## config.mk

```make
export PLATFORM = sky130hd
export DESIGN_NAME = ex_muldiv
export DESIGN_NICKNAME = d
export VERILOG_FILES = /design/src/rtl/muldiv_pkg.sv /design/src/rtl/muldiv_step.sv /design/src/rtl/ex_muldiv.sv
export SDC_FILE = /design/constraint.sdc
export NUM_CORES = 1
export LEC_CHECK = 0
export ABC_AREA = 1
export BUFFER_PORTS_ARGS = -buffer_cell sky130_fd_sc_hd__clkbuf_2
export CORE_ASPECT_RATIO = 0.75
export CORE_UTILIZATION = 40
export CTS_BUF_LIST = sky130_fd_sc_hd__clkbuf_16
export CTS_CLUSTER_SIZE = 14
export DETAILED_ROUTE_END_ITERATION = 7
export GPL_ROUTABILITY_DRIVEN = 0
export PLACE_DENSITY_LB_ADDON = 0.08
export SKIP_LAST_GASP = 1
export SLEW_MARGIN = 30
export SYNTH_ARGS = -nofsm -noshare
export SYNTH_HDL_FRONTEND = slang
export SYNTH_HIERARCHICAL = 1
export SYNTH_SLANG_ARGS = --single-unit
```

## constraint.sdc

```tcl
create_clock -name clk -period 5.8 [get_ports clk]
set_input_delay 0.87 -clock clk [delete_from_list [all_inputs] [get_ports clk]]
set_output_delay 0.87 -clock clk [all_outputs]
set_load 0.01 [all_outputs]
```

## src/rtl/muldiv_pkg.sv

```systemverilog
// Shared definitions for the iterative multiply/divide unit: op encodings, FSM states,
// counter width, divide-by-zero result and small operand helpers.
package muldiv_pkg;

    localparam int unsigned XLEN  = 32;
    localparam int unsigned CNT_W = 5;

    localparam logic [XLEN-1:0] DIV0_LO = 32'hFFFF_FFFF;

    typedef enum logic [1:0] {
        OP_MULT  = 2'b00,
        OP_MULTU = 2'b01,
        OP_DIV   = 2'b10,
        OP_DIVU  = 2'b11
    } op_e;

    typedef enum logic [1:0] {
        ST_IDLE = 2'b00,
        ST_RUN  = 2'b01,
        ST_FIX  = 2'b10
    } state_e;

    // Per-operation context captured at launch and consumed at the fix-up step.
    typedef struct packed {
        logic is_div;
        logic neg_res;
        logic neg_rem;
    } ctx_t;

    function automatic logic op_is_div(input op_e op);
        return (op == OP_DIV) || (op == OP_DIVU);
    endfunction

    function automatic logic op_is_signed(input op_e op);
        return (op == OP_MULT) || (op == OP_DIV);
    endfunction

    function automatic logic [XLEN-1:0] cond_neg(input logic [XLEN-1:0] x, input logic neg);
        return neg ? XLEN'(-x) : x;
    endfunction

endpackage

```

## src/rtl/muldiv_step.sv

```systemverilog
// One iteration of the shift-add multiplier or restoring divider on the {hi,lo} accumulator.
module muldiv_step
    import muldiv_pkg::*;
(
    input  logic            is_div,
    input  logic [XLEN-1:0] acc_hi,
    input  logic [XLEN-1:0] acc_lo,
    input  logic [XLEN-1:0] opnd,
    output logic [XLEN-1:0] acc_hi_c,
    output logic [XLEN-1:0] acc_lo_c
);

    logic [XLEN:0] sum;
    logic [XLEN:0] shifted;
    logic          fits;

    always_comb begin
        sum      = '0;
        shifted  = '0;
        fits     = 1'b0;
        acc_hi_c = acc_hi;
        acc_lo_c = acc_lo;
        if (is_div) begin
            // Remainder shifted left by one pulls in the next dividend bit from lo.
            shifted  = {acc_hi, acc_lo[XLEN-1]};
            fits     = (shifted >= {1'b0, opnd});
            acc_hi_c = fits ? (shifted[XLEN-1:0] - opnd) : shifted[XLEN-1:0];
            acc_lo_c = {acc_lo[XLEN-2:0], fits};
        end else begin
            // Multiplier sits in lo; its LSB gates the add, carry shifts into hi.
            sum      = {1'b0, acc_hi} + (acc_lo[0] ? {1'b0, opnd} : (XLEN+1)'(0));
            acc_hi_c = sum[XLEN:1];
            acc_lo_c = {sum[0], acc_lo[XLEN-1:1]};
        end
    end

endmodule

```

## src/rtl/ex_muldiv.sv

```systemverilog
// Execute-stage multicycle MULT/MULTU/DIV/DIVU unit owning the architectural HI/LO registers.
// Operates on magnitudes for 32 iterations, then applies sign correction in a final fix-up cycle.
module ex_muldiv
    import muldiv_pkg::*;
(
    input  logic            clk,
    input  logic            rst,
    input  logic            start,
    input  logic [1:0]      op,
    input  logic [XLEN-1:0] a,
    input  logic [XLEN-1:0] b,
    input  logic            mthi,
    input  logic            mtlo,
    input  logic            flush,
    output logic [XLEN-1:0] hi,
    output logic [XLEN-1:0] lo,
    output logic            busy,
    output logic            done
);

    state_e            state_q, state_d;
    logic [CNT_W-1:0]  cnt_q, cnt_d;
    logic [XLEN-1:0]   acc_hi_q, acc_hi_d;
    logic [XLEN-1:0]   acc_lo_q, acc_lo_d;
    logic [XLEN-1:0]   opnd_q, opnd_d;
    ctx_t              ctx_q, ctx_d;
    logic [XLEN-1:0]   hi_q, hi_d;
    logic [XLEN-1:0]   lo_q, lo_d;
    logic              busy_q, busy_d;
    logic              done_q, done_d;

    op_e               op_w;
    logic              sgn_a, sgn_b;
    logic [XLEN-1:0]   mag_a, mag_b;
    logic [XLEN-1:0]   step_hi_c, step_lo_c;
    logic [2*XLEN-1:0] prod;

    assign op_w  = op_e'(op);
    assign sgn_a = op_is_signed(op_w) & a[XLEN-1];
    assign sgn_b = op_is_signed(op_w) & b[XLEN-1];
    assign mag_a = cond_neg(a, sgn_a);
    assign mag_b = cond_neg(b, sgn_b);

    muldiv_step u_step (
        .is_div   (ctx_q.is_div),
        .acc_hi   (acc_hi_q),
        .acc_lo   (acc_lo_q),
        .opnd     (opnd_q),
        .acc_hi_c (step_hi_c),
        .acc_lo_c (step_lo_c)
    );

    always_comb begin
        state_d  = state_q;
        cnt_d    = cnt_q;
        acc_hi_d = acc_hi_q;
        acc_lo_d = acc_lo_q;
        opnd_d   = opnd_q;
        ctx_d    = ctx_q;
        hi_d     = hi_q;
        lo_d     = lo_q;
        done_d   = 1'b0;
        prod     = {acc_hi_q, acc_lo_q};

        unique case (state_q)
            ST_IDLE: begin
                if (start && !flush) begin
                    ctx_d.is_div  = op_is_div(op_w);
                    ctx_d.neg_res = sgn_a ^ sgn_b;
                    ctx_d.neg_rem = sgn_a;
                    acc_hi_d      = '0;
                    // Divide: dividend in lo, divisor held. Multiply: multiplier in lo.
                    acc_lo_d      = op_is_div(op_w) ? mag_a : mag_b;
                    opnd_d        = op_is_div(op_w) ? mag_b : mag_a;
                    cnt_d         = '1;
                    state_d       = ST_RUN;
                end else if (!start) begin
                    if (mthi) hi_d = a;
                    if (mtlo) lo_d = a;
                end
            end
            ST_RUN: begin
                acc_hi_d = step_hi_c;
                acc_lo_d = step_lo_c;
                if (cnt_q == '0) begin
                    state_d = ST_FIX;
                end else begin
                    cnt_d = cnt_q - CNT_W'(1);
                end
            end
            ST_FIX: begin
                if (ctx_q.is_div) begin
                    // Divide by zero leaves |a| as remainder, so restoring the sign yields a.
                    hi_d = cond_neg(acc_hi_q, ctx_q.neg_rem);
                    lo_d = (opnd_q == '0) ? DIV0_LO : cond_neg(acc_lo_q, ctx_q.neg_res);
                end else begin
                    prod = ctx_q.neg_res ? (2*XLEN)'(-prod) : prod;
                    hi_d = prod[2*XLEN-1:XLEN];
                    lo_d = prod[XLEN-1:0];
                end
                done_d  = 1'b1;
                state_d = ST_IDLE;
            end
            default: state_d = ST_IDLE;
        endcase

        // Squash beats completion: no HI/LO write and no done pulse.
        if (flush && (state_q != ST_IDLE)) begin
            state_d = ST_IDLE;
            hi_d    = hi_q;
            lo_d    = lo_q;
            done_d  = 1'b0;
        end

        busy_d = (state_d != ST_IDLE);
    end

    always_ff @(posedge clk or posedge rst) begin
        if (rst) begin
            state_q  <= ST_IDLE;
            cnt_q    <= '0;
            acc_hi_q <= '0;
            acc_lo_q <= '0;
            opnd_q   <= '0;
            ctx_q    <= '0;
            hi_q     <= '0;
            lo_q     <= '0;
            busy_q   <= 1'b0;
            done_q   <= 1'b0;
        end else begin
            state_q  <= state_d;
            cnt_q    <= cnt_d;
            acc_hi_q <= acc_hi_d;
            acc_lo_q <= acc_lo_d;
            opnd_q   <= opnd_d;
            ctx_q    <= ctx_d;
            hi_q     <= hi_d;
            lo_q     <= lo_d;
            busy_q   <= busy_d;
            done_q   <= done_d;
        end
    end

    assign hi   = hi_q;
    assign lo   = lo_q;
    assign busy = busy_q;
    assign done = done_q;

endmodule

```

* Word-level counts from Yosys, hierarchy flattened
Cells that the tools add are included.
Word-level totals: bits in registers 172, input port bits 72, output and inout port bits 66, word-level logic and storage cells 88
Operators by class: add/sub/neg operators 8, magnitude comparators 1, equal/unequal tests 10, muxes and demuxes 35, bitwise operators 4, reductions and logical operators 18
Operators by type and width (number):
- $mux 32 | 21
- $pmux 32 s2 | 4
- $neg 32->32 | 4
- $mux 64 | 1
- $neg 64->64 | 1
- $add 32x33->33 | 1
- $ge 33x32->1 | 1
- $logic_not 32->1 | 1
- $sub 32x32->32 | 1
- $ne 2x2->1 const B | 6
- $mux 5 | 2
- $pmux 5 s2 | 1
- $reduce_and 5->1 | 2
- $reduce_bool 2->1 | 4
- $eq 2x2->1 const B | 3
- $mux 2 | 3
- $logic_not 5->1 | 1
- $sub 5x1->5 const B | 1
- $logic_not 2->1 | 2
- $pmux 2 s2 | 1
- $reduce_and 2->1 | 2
- $reduce_and 3->1 | 1
- $and 1x1->1 | 2
- $eq 2x1->1 const B | 1
- other kinds (6) | 9

* Longest topological paths before layout
word-level depth 7, gate-level depth with buffers 19, depth with buffers taken out 18

* Cells and area by module
Netlist, hierarchy kept.
Modules (own cells, without submodules):
- ex_muldiv | times used 1, cells an instance 2034, area each 12817.3 um2, sequential area each 4304.1 um2
- muldiv_step | times used 1, cells an instance 1275, area each 6102.1 um2, sequential area each 0.0 um2

* Worst setup path after synthesis
No wires, ideal clock.
path kind reg-to-reg, start point register acc_lo_q[0], end point register acc_hi_q[31], setup time 0.132 ns, arrival time 2.452 ns, slack 3.216 ns, stages on the path, launching flop included 20, buffers on the path 2, period minus slack after synthesis 2.584 ns, cell sequence dfrtp_1 > clkbuf_1 > clkbuf_1 > nand2_1 > inv_1 > ha_1 > fa_1 > nand2_1 > nand2_1 > and2_1 > a21oi_1 > inv_1 > nand2_1 > nand3_1 > nand2_1 > nand2_1 > nand2_1 > nand2_1 > nand2_1 > o21ai_0
On the way: cells in the longest elaborated chain, start to end 4
RTL lines:
- from (decl) | RTL line ex_muldiv.sv:24 | logic [XLEN-1:0] acc_lo_q, acc_lo_d;
- from (signal assigned) | RTL line ex_muldiv.sv:134 | acc_lo_q <= acc_lo_d;
- $mux 32 | RTL line muldiv_step.sv:31 | sum = {1'b0, acc_hi} + (acc_lo[0] ? {1'b0, opnd} : (XLEN+1)'(0));
- $add 32x33->33 | RTL line muldiv_step.sv:31
- $mux 32 | RTL line muldiv_step.sv:23 | if (is_div) begin
- via step_hi_c[31] | RTL line ex_muldiv.sv:35 | logic [XLEN-1:0] step_hi_c, step_lo_c;
- $pmux 32 s2 | RTL line ex_muldiv.sv:65 | unique case (state_q)
- to (signal assigned) | RTL line ex_muldiv.sv:133 | acc_hi_q <= acc_hi_d;
- to (decl) | RTL line ex_muldiv.sv:23 | logic [XLEN-1:0] acc_hi_q, acc_hi_d;
The timed path passes the listed nets, and every way through them passes these cells. A chain may end at the register's enable or synchronous reset.

* Final worst setup path
start point register state_q[0], end point register acc_lo_q[7]
On the way: cells in the longest elaborated chain, start to end 3
RTL lines:
- from (decl) | RTL line ex_muldiv.sv:21 | state_e state_q, state_d;
- from (signal assigned) | RTL line ex_muldiv.sv:131 | state_q <= state_d;
- $eq 2x1->1 / $logic_not 2->1 (equally long branches) | RTL line ex_muldiv.sv:65
- $reduce_bool 2->1 (no line) / $ne 2x2->1 (equally long branches)
- $reduce_and 2->1 (no line)
Several ways; a longest one is shown, not always the timed one.

==> key figures <==
Cells and area
  – FILL cells: 5174
  – Nets@finish: 3523
  – Share of cells above drive strength 1: 0.0940
  – Area added between synthesis and finish: 9.20%
  – Antenna cell count: 0
  – Area of the multi-input gates: 12500 µm²
  – Design area: 20700 µm²
  – Seq. cell area: 4310 µm²
  – Commonest cells after routing, fill and taps aside: nand2_1, nor2_1, inv_1
  – Leading cell type in the layout, fill and taps excluded: nand2_1

Timing
  – Highest attainable clock frequency: 0.294 GHz
  – Hold WS: 0.494 ns
  – Tmin final: 3.40 ns
  – Setup TNS: 0 ns
  – RSZ-0062 raised after global routing: no
  – Final period utilization: 0.587
  – Rel. slew slack: 0.316
  – Final Hold Fails: 0
  – Final setup fails: 0
  – Worst slew pin tran: 1.02 ns
  – Pins Over Slew Limit: 0
  – Layout Skew: 0.0183 ns

CTS
  – CTS sink cnt: 172
  – Post_cts resized: 0
  – Hold-fix buffers, CTS: 0
  – Clk_lat worst skew: 0.48 ns
  – Clock tree buffer depth: 2
  – CTS tree: yes
  – Post-CTS Setup Repair Bufs: 0
  – Clock transition at path regs: 0.08 ns
  – Clk root buf: clkbuf_16
  – Clock buffer count from CTS: 17
  – H-tree depth: 4

Detailed routing
  – Drt via density: 5.58
  – Final wirelength: 84000 µm
  – DR pass1 iterations: 6
  – Drc violations: 0
  – Iteration-0 DRC Markers: 3295
  – Remaining antenna violation count: 0
  – Vias: 22400
  – Wire per inst: 20.9 µm

Yosys
  – Synth top area cells: dfrtp_1, nand2_1, nor2_1, nand3_1, inv_1
  – Cells after Synth: 3309
  – Leading area contributor after synthesis: dfrtp_1
  – Sequential fraction of the synthesis area: 0.227
  – Ys Warns: 6
  – Avg Cell Area, Syn: 5.72 µm²
  – Number of synthesized register bits: 172
  – Post-Syn Area: 18900 µm²
  – Count of cell types in the netlist: 49
  – Main synth FF type: dfrtp_1
  – FFs w/ async S/R, synth: 1.00
  – Synth top area share: 0.227
  – Syn nets: 3453
  – Post-synth EDFFs: 0

Floorplanning
  – Die X: 253 µm
  – Cell Rows: 68
  – Die ar.: 48200 µm²
  – Die height: 190 µm
  – CORE AREA: 46400 µm²
  – I/O Pins: 138
  – Initial Utilization: 0.408

Global routing
  – Total global routing overflow: 0
  – Initial antenna violation count: 1
  – GRT Util Overall: 0.346
  – Number of global-route vias before repair: 19900
  – First-pass GRT wire length: 124000 µm
  – Largest net degree at the start of global routing: 97

Critical path
  – Slowest-stage cell, CP: buf_4
  – Critical path class: reg -> reg
  – Setup crit start kind: flip-flop
  – Critical Path Max Stage Delay: 0.59 ns
  – Number of buffers and inverters on the critical path: 5
  – WP data required: 6.13 ns
  – Worst Path Max Fanout: 63
  – Critical path's most frequent cell: inv_2
  – Worst path cell trace: inv_2, nor2_4, buf_4, inv_2, nand2_2, buf_4, inv_2, a21oi_1, a21oi_1
  – Crit path DAT: 3.74 ns
  – CP endpoint kind: flip-flop
  – Cell family with the largest share of critical-path delay: buffers and inverters

Pwr
  – Worst VDD drop: 0.271 mV
  – Post-layout total power: 13100 µW
  – Lkg Pwr: 0.0110 µW
  – Power Density: 636 nW/µm²

Run status
  – Status: finished clean

Placement
  – Placed Area: 20000 µm²
  – DP Wirelength: 68100 µm
  – I/O Buffers: 137

Hold path
  – Worst min path class: reg -> reg

Job
  – Max Cap Viol: 0
[worst register-to-register path, stage by stage, from the launching register on]
cell	delay (ns)
dfrtp_1	0.40
inv_2	0.21
nor2_4	0.13
buf_4	0.52
inv_2	0.47
nand2_2	0.18
buf_4	0.59
inv_2	0.41
a21oi_1	0.26
a21oi_1	0.09
[report_power, final]
group          total [µW]  leakage (µW)  switching [µW]  internal [µW]
combinational        9210       0.00862            6380           2830
clock                1270      0.000301             585            688
sequential           2660       0.00204             901           1760
[worst paths after layout]
check                           startpoint           to  slack, ns  cells past startpoint
min in group asynchronous              rst       lo[14]       0.53                      2
max in group asynchronous              rst     ctx_q[2]       4.16                      3
worst max register to register  state_q[0]  acc_lo_q[7]       2.40                      9
worst min-delay path                 lo[6]        lo[6]       0.49                      2
worst min register to register       lo[6]        lo[6]       0.49                      2
worst max-delay path            state_q[0]  acc_lo_q[7]       2.40                      9
[synth_stat cells (32+ instances only)]
library cell     n
o21ai_1         47
o21ai_0        147
dfrtp_1        172
inv_1          410
nand3_1        317
ha_1            70
nor2_1         469
nand3b_1        32
xor2_1          47
a21oi_1        143
buf_2           42
clkbuf_1        48
nand2_1       1109
[per-stage QoR]
step,utilization,instances,setup slack (ns)
3_5_place_dp,0.432,3990,2.37
3_3_place_gp,0.432,3990,2.43
2_1_floorplan,-,3309,0.270
6_report,0.446,4022,2.40
4_1_cts,0.445,4022,2.47
5_1_grt,0.446,4022,2.18
[flip-flops by register name, summed over array words and instances (netlist names)]
| register | flops |
|---|---|
| acc_hi_q | 32 |
| acc_lo_q | 32 |
| hi | 32 |
| lo | 32 |
| opnd_q | 32 |
| cnt_q | 5 |
| ctx_q | 3 |
| state_q | 2 |
| busy | 1 |
| done | 1 |
[metal layers]
layer	track usage	routed length, µm	vias to the layer above
li1	-	-	10600
met3	0.0849	10000	131
met1	0.532	39300	10400
met2	0.462	32100	1292
met4	0.103	2520	2
met5	0	13	-
[layout make-up]
cell class,count,share of cell area
multi-input combinational,2601,0.605
sequential,172,0.208
tap,630,0.0382
timing repair buffer,158,0.0408
inverter,429,0.0783
clock inverter,15,0.00908
clock buffer,17,0.0206
[kinds of logic after synthesis]
group,share of synthesized area
flip-flops,0.227
buffers and inverters,0.112
AND/OR/NAND/NOR,0.467
AO/OA/AOI/OAI,0.115
adder cells (fa/ha/maj),0.0484
XOR/XNOR,0.0296
Power figures use the tool's default switching activity.
